**src/rtl/if_stage.sv**
```systemverilog
// RV32I instruction-fetch stage: PC, single-outstanding fetch, 1-entry skid buffer, IF/ID register.
// Optional IF_MISALIGN_TRAP_EN: a misaligned redirect target raises ifid_misalign instead of fetching.
module if_stage #(
    parameter logic [31:0] RESET_PC  = 32'h0000_0000,
    parameter logic [31:0] NOP_INSTR = 32'h0000_0013
) (
    input  logic        clk,
    input  logic        reset,
    output logic        imem_req,
    output logic [31:0] imem_addr,
    input  logic        imem_gnt,
    input  logic        imem_rvalid,
    input  logic [31:0] imem_rdata,
    input  logic        stall,
    input  logic        redirect,
    input  logic [31:0] redirect_pc,
    output logic        ifid_valid,
    output logic [31:0] ifid_pc,
    output logic [31:0] ifid_instr,
    output logic [4:0]  ifid_rs1,
    output logic [4:0]  ifid_rs2,
    output logic [4:0]  ifid_rd,
    output logic        ifid_misalign
);

    localparam int unsigned XLEN = 32;

    // WAIT == one request outstanding; HOLD == skid full (never overlaps an outstanding request)
    typedef enum logic [1:0] {
        ST_RST   = 2'd0,
        ST_FETCH = 2'd1,
        ST_WAIT  = 2'd2,
        ST_HOLD  = 2'd3
    } state_t;

    state_t            state;
    logic [XLEN-1:0]   pc;
    logic [XLEN-1:0]   req_pc;
    logic [XLEN-1:0]   skid_instr;
    logic [XLEN-1:0]   skid_pc;
    logic              drop;
    logic              halt;

    logic              outstanding;
    logic              skid_valid;
    logic              resp_fire;
    logic              resp_keep;
    logic              resp_to_skid;
    logic              resp_to_ifid;
    logic              skid_drain;
    logic              fetch_ok;
    logic              req_fire;
    logic [XLEN-1:0]   target_pc;
    logic              target_misalign;

`ifdef IF_MISALIGN_TRAP_EN
    assign target_pc       = redirect_pc;
    assign target_misalign = |redirect_pc[1:0];
`else
    assign target_pc       = redirect_pc & 32'hFFFF_FFFC;
    assign target_misalign = 1'b0;
`endif

    assign outstanding  = (state == ST_WAIT);
    assign skid_valid   = (state == ST_HOLD);
    assign resp_fire    = imem_rvalid & outstanding;
    assign resp_keep    = resp_fire & ~drop;
    assign resp_to_skid = resp_keep & stall & ifid_valid;
    assign resp_to_ifid = resp_keep & ~resp_to_skid;
    assign skid_drain   = skid_valid & ~stall;

    // A new request is safe once the previous response is retired without needing the skid
    assign fetch_ok  = skid_valid ? ~stall : (~outstanding | (resp_fire & ~resp_to_skid));
    assign imem_req  = ~reset & ~redirect & ~halt & fetch_ok;
    assign req_fire  = imem_req & imem_gnt;
    assign imem_addr = pc;

    assign ifid_rs1 = ifid_instr[19:15];
    assign ifid_rs2 = ifid_instr[24:20];
    assign ifid_rd  = ifid_instr[11:7];

    always_ff @(posedge clk) begin
        if (reset) begin
            state         <= ST_RST;
            pc            <= RESET_PC;
            req_pc        <= RESET_PC;
            drop          <= 1'b0;
            halt          <= 1'b0;
            skid_instr    <= NOP_INSTR;
            skid_pc       <= '0;
            ifid_valid    <= 1'b0;
            ifid_pc       <= '0;
            ifid_instr    <= NOP_INSTR;
            ifid_misalign <= 1'b0;
        end else if (redirect) begin
            // Flush; a response still in flight must be thrown away when it lands
            pc            <= target_pc;
            drop          <= outstanding & ~imem_rvalid;
            halt          <= target_misalign;
            state         <= (outstanding & ~imem_rvalid) ? ST_WAIT : ST_FETCH;
            ifid_valid    <= target_misalign;
            ifid_instr    <= NOP_INSTR;
            ifid_misalign <= target_misalign;
            if (target_misalign) begin
                ifid_pc <= target_pc;
            end
        end else begin
            if (req_fire) begin
                pc     <= pc + 32'd4;
                req_pc <= pc;
            end
            if (resp_fire & drop) begin
                drop <= 1'b0;
            end

            if (skid_drain) begin
                ifid_valid    <= 1'b1;
                ifid_pc       <= skid_pc;
                ifid_instr    <= skid_instr;
                ifid_misalign <= 1'b0;
            end else if (resp_to_ifid) begin
                ifid_valid    <= 1'b1;
                ifid_pc       <= req_pc;
                ifid_instr    <= imem_rdata;
                ifid_misalign <= 1'b0;
            end else if (~stall) begin
                ifid_valid    <= 1'b0;
                ifid_instr    <= NOP_INSTR;
                ifid_misalign <= 1'b0;
            end

            if (resp_to_skid) begin
                skid_instr <= imem_rdata;
                skid_pc    <= req_pc;
            end

            if (req_fire) begin
                state <= ST_WAIT;
            end else if (resp_to_skid) begin
                state <= ST_HOLD;
            end else if (resp_fire | skid_drain | (state == ST_RST)) begin
                state <= ST_FETCH;
            end
        end
    end

endmodule
```
**config.mk**
```make
export PLATFORM = sky130hd
export DESIGN_NAME = if_stage
export DESIGN_NICKNAME = d
export VERILOG_FILES = /design/src/rtl/if_stage.sv
export SDC_FILE = /design/constraint.sdc
export NUM_CORES = 1
export LEC_CHECK = 0
export CAP_MARGIN = 20
export CORE_ASPECT_RATIO = 0.8
export CORE_MARGIN = 1.5
export CORE_UTILIZATION = 54
export CTS_CLUSTER_DIAMETER = 60
export DETAILED_ROUTE_END_ITERATION = 10
export GPL_TIMING_DRIVEN = 0
export HOLD_SLACK_MARGIN = 0.12
export PLACE_DENSITY = 0.94
export SYNTH_ARGS = -nofsm -noshare
export SYNTH_HDL_FRONTEND = slang
export SYNTH_SLANG_ARGS = --single-unit
```
**constraint.sdc**
```tcl
create_clock -name clk -period 5.15 [get_ports clk]
set_input_delay 1.03 -clock clk [delete_from_list [all_inputs] [get_ports clk]]
set_output_delay 1.03 -clock clk [all_outputs]
set_load 0.01 [all_outputs]
```
==> results.toml <==
[outcome]
outcome = "complete, no violations"

[routing]
wl_met1_mm = 9.95
met3WireLength_mm = 3.20
drtIter0Drc = 1108
wl_per_cell_um = 18.6
viasPerCell = 6.13
wl_met2_mm = 12.2
drt_pass1_iterations = 6
drtAntennaViolNets = 0
top_layer = "met4"
num_vias = 8707
drc = 0
drt-total-wl_mm = 26.4

[min_path]
hold_class = "reg -> reg"
holdPathStages = 2

[cts]
clockBufferDepth = 2
cts_made_buffers = 17
root_buffer = "clkbuf_16"
htree_levels = 4
cts_tree = "yes"
post_cts_buffers = 0
ctsHoldBuffers = 0
cts.clk_slew.worst_paths_ns = 0.06
clk_latency_ns = 0.44
clock-sinks = 188
cts-resized-gates = 0

[final_layout]
syn2layout_area_growth_pct = 32.7
multi_input_area_sq_um = 3690
drive_gt1_share_pct = 7.11
seqCellArea_sq_um = 3760
n_antenna_cell = 0
fin_cells = 1421
final_core_util_pct = 73.8
fin_area_sq_um = 10600
fillers = 1003
final_nets = 1295

[sta]
fmaxAchievable_ghz = 0.221
fin_crit_sh_pct = 87.9
final-hold-violation-count = 0
fin_tns_setup_ns = 0
min_period_ns = 4.53
relSlewSlack_pct = 41.6
drv_slew = 0
tightest_slew_ns = 0.872
grt_setup_unrepaired = "no"
setup_viol = 0
fin_skew_ns = 0.00736

[yosys]
synth_top_cell_by_area = "dfxtp_1"
synth-edff-count = 0
yosysUniqueCellTypes = 63
synth_top_cell_area_share_pct = 47.1
avgSynthCellArea_sq_um = 7.79
syn-cell-area_sq_um = 7990
async_reset_ff_share_pct = 0
seq_area_frac_synth_pct = 47.1
ys.warnings.count = 0
synthCells = 1025
synth-seq-cells = 188
synth_area_leaders = "dfxtp_1, nand2_1, a21oi_1"
ys.flop_type = "dfxtp_1"

[worst_setup_path]
crit_path_cell_trace = "clkdlybuf4s50_1 -> clkbuf_1 -> or2_2 -> clkbuf_1 -> clkbuf_1 -> nor2_1 -> clkdlybuf4s50_1"
r2r_start = "state[1]"
setup.worst_path.end = "imem_req"
startpoint_type = "primary input"
r2r_cells = 7
cpMostUsedCell = "clkbuf_1"
slowest_delay_ns = 0.53
crit_slowest_cell = "clkdlybuf4s50_1"
reg2reg_to = "req_pc[17]"
crit_start = "redirect"
crit_path_end_kind = "output port"
path_class = "in -> out"
cp_max_fo = 10
r2r_slack_ns = 2.58
worstPathArrival_ns = 3.50
required_ns = 4.12

[power_and_ir_drop]
ir_drop_mv = 0.234
powerDensity_nw_per_um2 = 297
p_leak_nw = 3.40

[place]
place_hpwl_mm = 18.3
portBuffers = 176
place.gp.congestion = 0.892
dp_cells = 1389
placed_area_sq_um = 9990

[floorplan]
io_pins = 184
initial_core_util_pct = 55.7
rows = 39
die_y_um = 112
dieArea_sq_um = 15500
coreArea_sq_um = 14300
die_w_um = 139

[grt]
antenna_found_initial = 0
globalRoute.totalOverflow = 0
grt_max_degree = 18
grt_pass1_vias = 8031
grt_usage_pct = 33.5
grt_first_pass_wirelength_mm = 41.0

[run]
maxCapViolations = 0
==> power breakdown <==
part / total (mW) / internal (mW) / switching [mW]
clock: 1.35 / 0.739 / 0.607
combinational: 0.280 / 0.133 / 0.147
sequential: 1.52 / 1.48 / 0.0402
==> area by class of cell <==
class | count | share of cell area (%)
Clock buffer | 18 | 4.15
Multi-Input combinational cell | 731 | 34.8
Clock inverter | 14 | 1.52
Tap cell | 184 | 2.17
Sequential cell | 188 | 35.5
Timing Repair Buffer | 176 | 16.6
Buffer | 98 | 4.76
Inverter | 12 | 0.425
==> Yosys cell counts (3+ instances only) <==
library cell  count
xnor2_1           5
nor4_1            3
nor3_1           11
nand4_1           5
and2_1            3
inv_1            12
buf_2            10
nor2_1           45
nand3_1          43
dfxtp_1         188
nand2_1         335
a311oi_1         36
mux2_2            4
a31oi_1          46
and3_1            3
nand3b_1          6
buf_1             4
buf_4            21
or3_1            10
a21oi_1         100
clkbuf_8          3
or4_1             4
a211oi_1          4
clkbuf_1         58
o211ai_1          9
o21ai_0           9
==> through the flow <==
step	hold slack [ns]	setup WS (ns)	total power, mW
after floorplan	0.434	2.08	1.66
after global placement	0.442	0.756	1.81
after detailed placement	0.447	0.722	1.82
after CTS	0.455	0.683	3.13
after global routing	0.469	0.490	3.23
final	0.454	0.624	3.15
==> how the worst min path moves through the flow <==
stage / startpoint / to / slack [ns]
after detailed placement: skid_pc[28] / skid_pc[28] / 0.45
after CTS: skid_pc[6] / skid_pc[6] / 0.46
after global placement: skid_pc[12] / skid_pc[12] / 0.44
after global routing: skid_instr[24] / skid_instr[24] / 0.47
after floorplan: skid_instr[31] / skid_instr[31] / 0.43
final: skid_pc[6] / skid_pc[6] / 0.45
==> worst max-delay path, delay by kind of cell <==
| kind | cells | cell delay [ns] |
|---|---|---|
| and+or+nand+nor | 2 | 0.32 |
| buffers and inverters | 5 | 2.14 |
==> routing by layer <==
| metal | global-route usage (%) | vias to the layer above |
|---|---|---|
| met5 | 0 | - |
| met2 | 53.0 | 626 |
| met1 | 43.4 | 4059 |
| li1 | - | 3920 |
| met4 | 16.0 | 0 |
| met3 | 7.78 | 102 |
==> logic make-up after synthesis <==
kind of cell / after synthesis / share of synthesized area [%]
XOR/XNOR: 5 / 0.548
adder cells (fa/ha/maj): 1 / 0.157
buffers and inverters: 110 / 6.88
AND/OR/NAND/NOR: 491 / 26.9
AO/OA/AOI/OAI: 225 / 17.8
other: 1 / 0.0470
multiplexers: 4 / 0.564
flip-flops: 188 / 47.1
==> registers in the layout, indices dropped and copies added, names as in the netlist <==
register    count
req_pc         30
state           2
skid_pc        30
ifid_valid      1
skid_instr     32
drop            1
ifid_instr     32
ifid_pc        30
imem_addr      30
==> layout by cell type (no fill, tap or decap), drive strengths merged, types with 7 or more instances in the layout <==
cell           Yosys  final
nand2            335    335
dfxtp            188    188
clkdlybuf4s50      0    176
a21oi            101    101
clkbuf            61     79
a31oi             46     46
nor2              46     46
nand3             44     44
buf               37     37
a311oi            36     36
inv               12     17
nor3              12     12
or3               12     12
o21ai             10     10
o211ai            10     10
nand4              7      7
No activity file was read; power rests on OpenSTA's default activity.
